## config.mk

```make
export PLATFORM = sky130hd
export DESIGN_NAME = refresher_pos_param
export DESIGN_NICKNAME = d
export VERILOG_FILES = /design/src/rtl/ref_pkg.sv /design/src/rtl/ref_trefi_timer.sv /design/src/rtl/refresher_pos_param.sv
export SDC_FILE = /design/constraint.sdc
export NUM_CORES = 1
export LEC_CHECK = 0
export CAP_MARGIN = 20
export CORE_MARGIN = 5
export CORE_UTILIZATION = 48
export DETAILED_ROUTE_END_ITERATION = 10
export GPL_TIMING_DRIVEN = 0
export PLACE_DENSITY = 0.77
export SYNTH_ARGS = -nofsm -noshare
export SYNTH_HDL_FRONTEND = slang
export SYNTH_HIERARCHICAL = 1
export SYNTH_SLANG_ARGS = --single-unit
```

## constraint.sdc

```tcl
create_clock -name sys_clk -period 2.65 [get_ports sys_clk]
set_input_delay 0.53 -clock sys_clk [delete_from_list [all_inputs] [get_ports sys_clk]]
set_output_delay 0.53 -clock sys_clk [all_outputs]
set_load 0.03 [all_outputs]
```

## src/rtl/ref_pkg.sv

```systemverilog
// ref_pkg: shared FSM states, {cas,ras,we} command codes, A10 index and postpone-threshold clamp for the refresher
package ref_pkg;
  typedef enum logic [2:0] {IDLE, REQ, PRE, WAIT_RP, REF, WAIT_RFC, LAST} ref_state_e;
  localparam logic [2:0] CMD_PRE = 3'b011;
  localparam logic [2:0] CMD_REF = 3'b110;
  localparam int A10 = 10;
  function automatic int post_thr(input int cfg, input int max_p);
    return cfg < 1 ? 1 : cfg > max_p ? max_p : cfg;
  endfunction
endpackage

```

## src/rtl/ref_trefi_timer.sv

```systemverilog
// ref_trefi_timer: tREFI down-counter (clk, rst, en, period in; tick out), one tick every max(period,1) enabled cycles
module ref_trefi_timer #(
  parameter int W = 12
) (
  input  logic         clk,
  input  logic         rst,
  input  logic         en,
  input  logic [W-1:0] period,
  output logic         tick
);
  logic [W-1:0] cnt;
  logic [W-1:0] reload;
  assign reload = period == '0 ? '0 : period - W'(1);
  assign tick = en && cnt == '0;
  always_ff @(posedge clk)
    cnt <= rst || !en || tick ? reload : cnt - W'(1);
endmodule

```

## src/rtl/refresher_pos_param.sv

```systemverilog
// refresher_pos_param: postponing LPDDR4 refresher (sys_clk/sys_rst; cmd_* request port to the mux; ref_* cfg, enable, force in; ref_debt, ref_overflow_err out)
module refresher_pos_param
  import ref_pkg::*;
#(
  parameter int MAX_POSTPONE = 8,
  parameter int TREFI_W      = 12,
  parameter int TRP_W        = 8,
  parameter int TRFC_W       = 8,
  parameter int ADDR_W       = 17,
  parameter int BA_W         = 3,
  parameter int DEBT_W       = $clog2(MAX_POSTPONE + 1)
) (
  input  logic               sys_clk,
  input  logic               sys_rst,
  output logic               cmd_valid,
  input  logic               cmd_ready,
  output logic               cmd_last,
  output logic [ADDR_W-1:0]  cmd_payload_a,
  output logic [BA_W-1:0]    cmd_payload_ba,
  output logic               cmd_payload_cas,
  output logic               cmd_payload_ras,
  output logic               cmd_payload_we,
  input  logic [TRP_W-1:0]   ref_tRP_cfg,
  input  logic [TRFC_W-1:0]  ref_tRFC_cfg,
  input  logic [TREFI_W-1:0] ref_tREFI_cfg,
  input  logic [DEBT_W-1:0]  ref_POSTPONE_cfg,
  input  logic               ref_pb_mode_cfg,
  input  logic               ref_enable,
  input  logic               ref_force,
  output logic [DEBT_W-1:0]  ref_debt,
  output logic               ref_overflow_err
);
  localparam int WC_W = TRP_W > TRFC_W ? TRP_W : TRFC_W;
  ref_state_e state, state_n, after_ref;
  logic tick, trig, issue, inc, pb;
  logic [DEBT_W-1:0] debt, sub, left, thr;
  logic [BA_W-1:0] bank;
  logic [TRP_W-1:0] trp_m1;
  logic [TRFC_W-1:0] trfc_m1;
  logic [WC_W-1:0] wcnt;
  ref_trefi_timer #(.W(TREFI_W)) u_timer (
    .clk(sys_clk),
    .rst(sys_rst),
    .en(ref_enable),
    .period(ref_tREFI_cfg),
    .tick(tick)
  );
  always_comb begin
    thr = DEBT_W'(post_thr(int'(ref_POSTPONE_cfg), MAX_POSTPONE));
    trig = (ref_enable && debt >= thr) || ref_force;
    inc = tick && debt != DEBT_W'(MAX_POSTPONE);
    issue = (state == PRE || state == REF) && cmd_ready;
    after_ref = left == DEBT_W'(1) ? LAST : pb ? PRE : REF;
    state_n = state;
    case (state)
      IDLE:     state_n = trig ? REQ : IDLE;
      REQ:      state_n = cmd_ready ? PRE : REQ;
      PRE:      state_n = !cmd_ready ? PRE : trp_m1 == '0 ? REF : WAIT_RP;
      WAIT_RP:  state_n = wcnt == WC_W'(1) ? REF : WAIT_RP;
      REF:      state_n = !cmd_ready ? REF : trfc_m1 == '0 ? after_ref : WAIT_RFC;
      WAIT_RFC: state_n = wcnt == WC_W'(1) ? after_ref : WAIT_RFC;
      default:  state_n = IDLE;
    endcase
    cmd_valid = state != IDLE;
    cmd_last = state == LAST;
    {cmd_payload_cas, cmd_payload_ras, cmd_payload_we} = !issue ? 3'b000 : state == PRE ? CMD_PRE : CMD_REF;
    cmd_payload_a = '0;
    cmd_payload_a[A10] = issue && !pb;
    cmd_payload_ba = issue && pb ? bank : '0;
    ref_debt = debt;
  end
  always_ff @(posedge sys_clk)
    state <= sys_rst ? IDLE : state_n;
  always_ff @(posedge sys_clk) begin
    if (sys_rst) begin
      debt <= '0;
      sub <= '0;
      left <= '0;
      bank <= '0;
      pb <= 1'b0;
      trp_m1 <= '0;
      trfc_m1 <= '0;
      wcnt <= '0;
      ref_overflow_err <= 1'b0;
    end else begin
      debt <= debt + DEBT_W'(inc) - (state == LAST ? sub : '0);
      ref_overflow_err <= ref_overflow_err || (tick && !inc);
      if (state == IDLE && trig) begin
        pb <= ref_pb_mode_cfg;
        trp_m1 <= ref_tRP_cfg == '0 ? '0 : ref_tRP_cfg - TRP_W'(1);
        trfc_m1 <= ref_tRFC_cfg == '0 ? '0 : ref_tRFC_cfg - TRFC_W'(1);
        sub <= debt;
        left <= debt == '0 ? DEBT_W'(1) : debt;
      end
      if (state == WAIT_RP || state == WAIT_RFC) wcnt <= wcnt - WC_W'(1);
      if (state == PRE && cmd_ready) wcnt <= WC_W'(trp_m1);
      if (state == REF && cmd_ready) wcnt <= WC_W'(trfc_m1);
      if (state == REF && cmd_ready && pb) bank <= bank + BA_W'(1);
      if (((state == REF && cmd_ready) || state == WAIT_RFC) && (state_n == PRE || state_n == REF))
        left <= left - DEBT_W'(1);
    end
  end
endmodule

```

* Word-level counts from Yosys, hierarchy flattened
Index checks and enable logic that the tools add are counted.
** Word-level totals
- Register bits after elaboration :: 56
- Input port bits :: 38
- Output and inout port bits :: 30
- Logic and storage cells :: 95
** Operators by class
- $add $sub $neg :: 9
- Magnitude comparators :: 3
- Eq/ne operators :: 11
- Multiplexer cells :: 27
- Reductions and logical operators :: 34
** Operators with widths (count)
- two-way mux 8 bit :: 5
- two-way mux 3 bit :: 11
- zero test 8 bit :: 4
- zero test 12 bit :: 2
- two-way mux 12 bit :: 2
- two-way mux 4 bit :: 6
- subtractor 12 x 1 -> 12 bit (second input constant) :: 2
- subtractor 8 x 1 -> 8 bit (second input constant) :: 3
- one-hot mux 3 bit (6 select lines) :: 1
- equality test 3 bit (second input constant) :: 4
- logical AND 1 bit :: 12
- equality test 3 x 2 -> 1 bit (second input constant) :: 3
- equality test 8 x 1 -> 1 bit (second input constant) :: 1
- logical OR 1 bit :: 8
- nonzero test 3 bit :: 2
- adder 4 x 1 -> 4 bit :: 1
- equality test 4 x 1 -> 1 bit (second input constant) :: 1
- >= comparator 4 bit :: 1
- greater-than comparator 4 bit (second input constant) :: 1
- zero test 4 bit :: 1
- < comparator 4 x 1 -> 1 bit (second input constant) :: 1
- inequality test 4 bit (second input constant) :: 1
- subtractor 4 x 1 -> 4 bit (second input constant) :: 1
- subtractor 4 bit :: 1
- 7 further kinds :: 9

* Longest topological paths before layout
Gate-level depths: netlist (run 1).
- Word-level depth :: 12
- Mapped depth :: 14
- Gate-level depth less buffers :: 11

* Hierarchy
Netlist (run 1), hierarchy kept.
** Modules (own cells, without submodules)
- refresher_pos_param :: times used 1, cells an instance 369, area an instance 2812.7 um^2
- ref_trefi_timer :: times used 1, cells an instance 102, area an instance 909.6 um^2

* Least setup slack after synthesis (run 1)
Ideal clock, no wire load.
- Path type :: input port to flip-flop
- Start point :: in ref_POSTPONE_cfg[1]
- End point :: reg pb
- Library setup time :: 0.070 ns
- Arrival time :: 2.687 ns
- Setup slack :: -0.107 ns
- Stages on the path :: 14
- Buffers on the path :: 3
- Path through :: nor2_1 -> nor2_1 -> nor2_1 -> ha_1 -> nand2b_1 -> a21o_1 -> a21o_1 -> a211oi_1 -> or2_2 -> clkbuf_1 -> clkbuf_1 -> clkbuf_1 -> nand2_1 -> a21oi_1
** Between the ends
- Word-level cells in the longest chain between the ends :: 7
- Elaborated cells on any way between the ends :: 8
** RTL lines
- from (decl) :: line refresher_pos_param.sv:26 : input logic [DEBT_W-1:0] ref_POSTPONE_cfg,
- greater-than comparator 4 bit :: line ref_pkg.sv:8 : return cfg < 1 ? 1 : cfg > max_p ? max_p : cfg;
- two-way mux 4 bit :: line ref_pkg.sv:8
- two-way mux 4 bit * :: line ref_pkg.sv:8
- >= comparator 4 bit * :: line refresher_pos_param.sv:50 : trig = (ref_enable && debt >= thr) || ref_force;
- logical AND 1 bit * :: line refresher_pos_param.sv:50
- logical OR 1 bit * :: line refresher_pos_param.sv:50
- logical AND 1 bit * :: line refresher_pos_param.sv:88 : if (state == IDLE && trig) begin
- to (signal assigned) :: line refresher_pos_param.sv:89 : pb <= ref_pb_mode_cfg;
- to (decl) :: line refresher_pos_param.sv:35 : logic tick, trig, issue, inc, pb;
Mark *: on every way between the ends. The rest lies on a longest branch, timed or not.
A chain may end at the register's enable or synchronous reset.

* Final worst setup path (run 1)
- Start point :: reg wcnt[5]
- End point :: reg left[3]
** Between the ends
- Word-level cells in the longest chain between the ends :: 7
- Elaborated cells on any way between the ends :: 10
** RTL lines
- from (decl) :: line refresher_pos_param.sv:40 : logic [WC_W-1:0] wcnt;
- from (signal assigned) :: line refresher_pos_param.sv:95 : if (state == WAIT_RP || state == WAIT_RFC) wcnt <= wcnt - WC_W'(1);
- from (signal assigned) :: line refresher_pos_param.sv:96 : if (state == PRE && cmd_ready) wcnt <= WC_W'(trp_m1);
- from (signal assigned) :: line refresher_pos_param.sv:97 : if (state == REF && cmd_ready) wcnt <= WC_W'(trfc_m1);
- equality test 8 x 1 -> 1 bit * :: line refresher_pos_param.sv:59, refresher_pos_param.sv:61
- two-way mux 3 bit (on tied branches) :: line refresher_pos_param.sv:61, refresher_pos_param.sv:59
- one-hot mux 3 bit (6 select lines) * :: line refresher_pos_param.sv:55 : case (state)
- equality test 3 x 2 -> 1 bit / equality test 3 bit (equally long branches) :: line refresher_pos_param.sv:99 : if (((state == REF && cmd_ready) || state == WAIT_RFC) && (state_n == PRE || state_n == REF))
- logical OR 1 bit * :: line refresher_pos_param.sv:99
- logical AND 1 bit * :: line refresher_pos_param.sv:99
- two-way mux 4 bit / nonzero test 2 bit (equally long branches)
- to (signal assigned) :: line refresher_pos_param.sv:93 : left <= debt == '0 ? DEBT_W'(1) : debt;
- to (signal assigned) :: line refresher_pos_param.sv:100 : left <= left - DEBT_W'(1);
- to (decl) :: line refresher_pos_param.sv:36 : logic [DEBT_W-1:0] debt, sub, left, thr;
Marked as above.

==> impl_metrics.csv, run 1 <==
group,metric,value,unit
pwr,peakVddDrop,0.0003209,V
pwr,p_leak,0.001956,uW
route,viasPerCell,5.455,
pwr,p_switching,796.9,uW
logic_synthesis,syn_inst,471,
global_route,antenna_found_initial,0,
clocking,clk_pin_slew,0.10,ns
placement,globalplace.congestion,0.8400,
sta,period_minus_slack,2.649,ns
setup_path,worstPathMaxFanout,4,
die,design.die.area,0.009616,mm^2
logic_synthesis,ys_seq_elements,56,
final_layout,antenna_cells,0,
sta,worst_pin_slew,0.7140,ns
pwr,power_density,506.8,mW/mm^2
setup_path,crit_path_max_incr_delay,0.56,ns
placement,io_buffers,51,
global_route,grt_pass1_wl,15570,um
logic_synthesis,syn_avg_cell_area,7.903,um^2
pwr,p_sw_share,32.47,%
clocking,clockBufferDepth,2,
final_layout,drive_above_1_share,15.01,%
global_route,met1_usage,26.34,%
logic_synthesis,yosys_warnings,6,
global_route,grt_max_degree,17,
pwr,p_int,1658,uW
clocking,cts_hold_buffers,0,
job,maxCapViolCount,0,
route,finalWirelength,9513,um
setup_path,cp.required,2.89,ns
global_route,use_met2,30.89,%
setup_path,endpoint_kind,"register",
final_layout,fin_nets,612,
sta,max-slew-margin-rel,51.96,%
die,fp.dieH,98.06,um
hold_path,hold_path.class,"reg -> reg",
die,rows,32,
setup_path,cp-start-kind,"register",
route,avgRoutedWirePerCell,14.52,um
route,drc_errors,0,
route,postRouteAntennaNets,0,
global_route,grt_pass1_vias,3360,
logic_synthesis,async_flop_share,0,%
setup_path,slowest_stage,"or4_4",
setup_path,arrival,2.89,ns
logic_synthesis,synth-main-ff-cell,"dfxtp_1",
setup_path,crit_top_cell,"or4_4",
pwr,seqPwrFrac,41.2,%
route,vias,3573,
placement,dp_hpwl,7076,um
sta,max_freq,377.6,MHz
global_route,grt_usage,19.27,%
setup_path,worstPathCellList,"or4_4 -> nor4b_4 -> a22oi_2 -> buf_4 -> or4_4 -> or3_1 -> a31oi_1",
sta,fin_ws,0.001390,ns
pwr,power_frac_comb,33.7,%
sta,drv_slew,0,
die,initial_core_util,48.67,%
global_route,grt-busiest-layer,"met2",
clocking,cts.htree.levels,2,
setup_path,path_delay_family,"simple AND/OR/NAND/NOR gates",
logic_synthesis,synth_area,0.003722,mm^2
sta,finClkSkew,0.005808,ns
global_route,grt-ovfl-total,0,
pwr,clock_power_share,25.2,%
logic_synthesis,synth-seq-area-share,30.12,%
sta,whs,0.4584,ns
sta,finalSetupViolCount,0,
die,die_x,98.06,um
sta,fin_crit_sh,99.95,%
sta,rsz0062_at_grt,"yes",
setup_path,crit_type,"reg -> reg",
route,drt-pass1-iter-count,7,
clocking,clock_latency,0.32,ns
clocking,clkSinkCount,56,
route,drt_iter0_markers,188,
global_route,grtUsageMet3,3.357,%
sta,hold_viol,0,
die,coreArea,0.007647,mm^2
die,ios,68,
logic_synthesis,synth_edf_count,0,
placement,place_ws,-0.8376,ns
clocking,root_buffer,"clkbuf_8",
final_layout,syn_to_final_growth,30.12,%
setup_path,crit_buf_inv,1,
logic_synthesis,yosysUniqueCellTypes,57,
clocking,tritoncts,"yes",
clocking,cts_buffers,5,
final_layout,utilization,63.33,%
run_status,status,"complete, no violations",
## worst min-delay path, delay by kind of cell (launching register included)
family	cells	cell delay, ns
compound gates	1	0.05
simple gates	1	0.05
flops	1	0.32
## what timing repair did
item | 4_1_cts | 5_1_grt
buffers inserted | 6 | 2
pin swaps | 8 | 15
gates cloned | 0 | 3
endpoints found under the hold margin | 0 | 0
resized for setup | 41 | 22
endpoints found under the setup margin | 35 | 32
## cells in the mapped netlist (4+ instances only)
master,count,area share [%]
a211oi_1,13,2.6
a21oi_1,28,3.8
a311oi_1,7,1.6
and3_1,4,0.67
buf_4,16,3.2
clkbuf_1,17,1.7
dfxtp_1,56,30
ha_1,21,7.1
inv_1,24,2.4
mux2i_1,10,2.7
nand2_1,49,4.9
nand2b_1,5,0.84
nand3_1,12,1.6
nor2_1,51,5.1
nor2b_1,4,0.67
nor3_1,12,1.6
nor4_1,5,0.84
o211ai_1,4,0.81
o21ai_0,18,2.4
o31ai_1,4,0.81
or3_1,17,2.9
or4_1,10,2.0
xnor2_1,21,4.9
xor2_1,11,2.6
## kinds of logic (layout without fill, tap and decap cells)
kind of cell | after synthesis | in the layout | share of synthesized area, %
AO/OA/AOI/OAI | 98 | 98 | 17.01
XOR/XNOR | 32 | 32 | 7.529
multiplexers | 10 | 10 | 2.689
other | 1 | 16 | 0.1007
adder cells (fa/ha/maj) | 22 | 22 | 7.597
buffers and inverters | 61 | 128 | 8.202
AND/OR/NAND/NOR | 191 | 191 | 26.76
flip-flops | 56 | 56 | 30.12
## per-stage QoR
step	area [um^2]	power [uW]	TNS, ns	std cells
after floorplan	3782	1492	0	486
after global placement	4420	1686	-22.59	639
after global routing	4843	2574	-0.1101	655
after detailed placement	4420	1704	-24.55	639
after CTS	4698	2379	-0.00003442	652
final	4843	2454	0	655
## placed cells by master (no fill, tap or decap), drive strengths merged, types with 12 or more instances in the layout
master | netlist | layout
nor3 | 12 | 12
clkdlybuf4s50 | 0 | 40
o21ai | 18 | 18
ha | 21 | 21
nand3 | 12 | 12
or3 | 17 | 17
a21oi | 28 | 28
buf | 19 | 30
dfxtp | 56 | 56
conb | 1 | 16
nand2 | 49 | 49
xnor2 | 21 | 21
a211oi | 13 | 13
inv | 24 | 24
or4 | 13 | 13
clkbuf | 17 | 23
nor2 | 51 | 51
## registers in the layout (all words and copies together), names as in the netlist
name	count
bank	3
left	4
pb	1
ref_debt	4
ref_overflow_err	1
state	3
sub	4
trfc_m1	8
trp_m1	8
u_timer/cnt	12
wcnt	8
## metal layers
| layer | share of wire [%] | vias up |
|---|---|---|
| met5 | 0 | - |
| met4 | 1.5 | 0 |
| li1 | - | 1798 |
| met1 | 45 | 1649 |
| met2 | 48 | 113 |
| met3 | 5.6 | 13 |
## final cells by class
| type | count | area (um^2) |
|---|---|---|
| repair buffers | 62 | 644.4 |
| multi-input cells | 369 | 2482 |
| plain buffers | 33 | 242.7 |
| clock inverters | 1 | 30.03 |
| well taps | 102 | 127.6 |
| inverters | 25 | 95.09 |
| flip-flops and latches | 56 | 1125 |
| fillers | 639 | 2804 |
| clock buffers | 7 | 96.34 |
## path summary, 6_finish.rpt
check / slack, ns / depth (start not counted) / from / endpoint
worst min register to register: 0.46 / 2 / sub[0] / sub[0]
worst max register to register: 0.001 / 7 / wcnt[5] / left[3]
worst max-delay path: 0.001 / 7 / wcnt[5] / left[3]
worst min-delay path: 0.46 / 2 / sub[0] / sub[0]
## power groups by stage
stage / registers [uW] / clock network, uW / logic (uW)
3_5_place_dp: 1020 / 0 / 687
2_1_floorplan: 995 / 0 / 497
3_3_place_gp: 1010 / 0 / 672
5_1_grt: 1020 / 656 / 897
4_1_cts: 1000 / 622 / 755
6_report: 1010 / 618 / 826
Power figures use the tool's default switching activity.
==> run 2: changes to the inputs <==
--- a/config.mk
+++ b/config.mk
@@ -11,6 +11,7 @@
 export DETAILED_ROUTE_END_ITERATION = 10
 export GPL_TIMING_DRIVEN = 0
 export PLACE_DENSITY = 0.77
+export SETUP_SLACK_MARGIN = 0.05
 export SYNTH_ARGS = -nofsm -noshare
 export SYNTH_HDL_FRONTEND = slang
 export SYNTH_HIERARCHICAL = 1
==> run 2 against run 1 <==
  * Sequential share of layout area is 0.17 points lower
  * Clock-buffer cell count unchanged
  * Flip-flop and latch count unchanged
  * Hold slack better by 0.0069 ns
  * Via count increased by 0.34%
  * Die area is the same
  * Power increased by 0.34%
  * Clock power is essentially flat
  * Sequential power barely moved
  * Final cell count up 0.46%
  * Critical endpoint is now left[2]
==> impl_metrics.csv, run 2 (synthesis gave the netlist of run 1 again) <==
group,metric,value,unit
route,postRouteAntennaNets,0,
final_layout,drive_above_1_share,16.01,%
die,initial_core_util,48.67,%
die,fp.dieH,98.06,um
global_route,antenna_found_initial,0,
sta,period_minus_slack,2.558,ns
global_route,grt_max_degree,17,
route,viasPerCell,5.448,
route,avgRoutedWirePerCell,14.51,um
die,ios,68,
route,drt_iter0_markers,233,
sta,finalSetupViolCount,0,
route,drt-pass1-iter-count,5,
global_route,grt-ovfl-total,0,
sta,max-slew-margin-rel,50.74,%
sta,finClkSkew,0.003720,ns
clocking,clk_pin_slew,0.10,ns
final_layout,final_cell_count_no_fill,658,
run_status,status,"complete, no violations",
clocking,clock_latency,0.31,ns
placement,dp_hpwl,7076,um
setup_path,arrival,2.79,ns
die,coreArea,0.007647,mm^2
pwr,peakVddDrop,0.0002904,V
setup_path,endpoint_kind,"register",
sta,drv_slew,0,
final_layout,largest_reg_flops,12,
sta,whs,0.4653,ns
clocking,cts_buffers,5,
placement,io_buffers,51,
route,vias,3585,
route,drc_errors,0,
setup_path,worstPathCellList,"or4_4 -> nor4b_4 -> nand3_2 -> o211a_4 -> xnor2_4 -> or3_4 -> a311oi_2",
clocking,cts_hold_buffers,0,
final_layout,final_cell_mix,"53 x dfxtp_1, 50 x nor2_1, 48 x nand2_1, 38 x clkdlybuf4s50_1, 27 x buf_4",
setup_path,crit_path_max_incr_delay,0.56,ns
sta,max_freq,390.9,MHz
global_route,grt_usage,19.50,%
final_layout,antenna_cells,0,
sta,setup-tns-final,0,ns
sta,fin_crit_sh,96.53,%
sta,rsz0062_at_grt,"yes",
sta,hold_viol,0,
placement,dpl_cell_area,0.004420,mm^2
route,finalWirelength,9549,um
setup_path,cp-start-kind,"register",
clocking,root_buffer,"clkbuf_8",
final_layout,stdcell_area,0.004880,mm^2
pwr,power_density,504.7,mW/mm^2
placement,globalplace.congestion,0.8400,
sta,worst_pin_slew,0.7321,ns
setup_path,cp.required,2.88,ns
die,design.die.area,0.009616,mm^2
clocking,cts.htree.levels,2,
hold_path,hold_path.class,"reg -> reg",
pwr,p_leak,0.001974,uW
clocking,tritoncts,"yes",
final_layout,fin_nets,615,
placement,dp.cells,639,
setup_path,worstPathMaxFanout,8,
global_route,grt_pass1_wl,15750,um
final_layout,final_common_cell,"dfxtp_1",
clocking,clockBufferDepth,2,
final_layout,regMostFlops,"u_timer/cnt",
global_route,grt_pass1_vias,3390,
final_layout,syn_to_final_growth,31.09,%
job,maxCapViolCount,0,
setup_path,crit_type,"reg -> reg",
die,rows,32,
clocking,clkSinkCount,56,
setup_path,slowest_stage,"or4_4",
die,die_x,98.06,um
-- run 2: critical path: cells and delay by family (launching register included) --
kind	cells	cell delay, ns
xor gates and xnor gates	1	0.16
AOI/OAI and AO/OA	2	0.50
and+or+nand+nor	4	1.48
DFF	1	0.33
-- run 2: repair_timing --
action                                  in CTS  in global routing
gates cloned                                 2                  1
endpoints found under the setup margin      36                 33
resized for setup                           49                 19
setup buffers                                6                  5
pin swaps                                   14                 18
-- run 2: through the flow --
stage	utilization, %	setup WS (ns)	power [uW]
after floorplan	-	0.05549	1492
after global placement	57.80	-0.7933	1686
after detailed placement	57.80	-0.8376	1704
after CTS	62.32	0.02945	2417
after global routing	63.81	0.002883	2580
final	63.81	0.09187	2463
-- run 2: final timing paths --
| kind | slack [ns] | to | depth (start not counted) | startpoint |
|---|---|---|---|---|
| min | 0.47 | sub[0] | 2 | sub[0] |
| max reg2reg | 0.09 | left[2] | 7 | wcnt[5] |
| max | 0.09 | left[2] | 7 | wcnt[5] |
| min reg2reg | 0.47 | sub[0] | 2 | sub[0] |
-- run 2: power by group --
group	internal, uW	leakage, uW	switching (uW)	total (uW)
logic	408	0.00145	427	835
registers	921	0.000461	88.8	1010
clock network	334	0.0000645	285	618
-- run 2: cell type report --
type / instances / area, um^2
fill: 637 / 2768
multi-input combinational: 369 / 2500
sequential: 56 / 1125
timing repair buffer: 65 / 635.6
buffer: 33 / 270.3
tap: 102 / 127.6
clock buffer: 7 / 96.34
inverter: 25 / 95.09
clock inverter: 1 / 30.03
-- run 2: per-layer routing --
metal  vias to the layer above  wire length, um  track usage, %
met5                         -                0               0
met4                         0               96           6.390
met3                         9              489           3.357
met2                       111             4642           31.41
met1                      1655             4321           26.51
li1                       1810                -               -
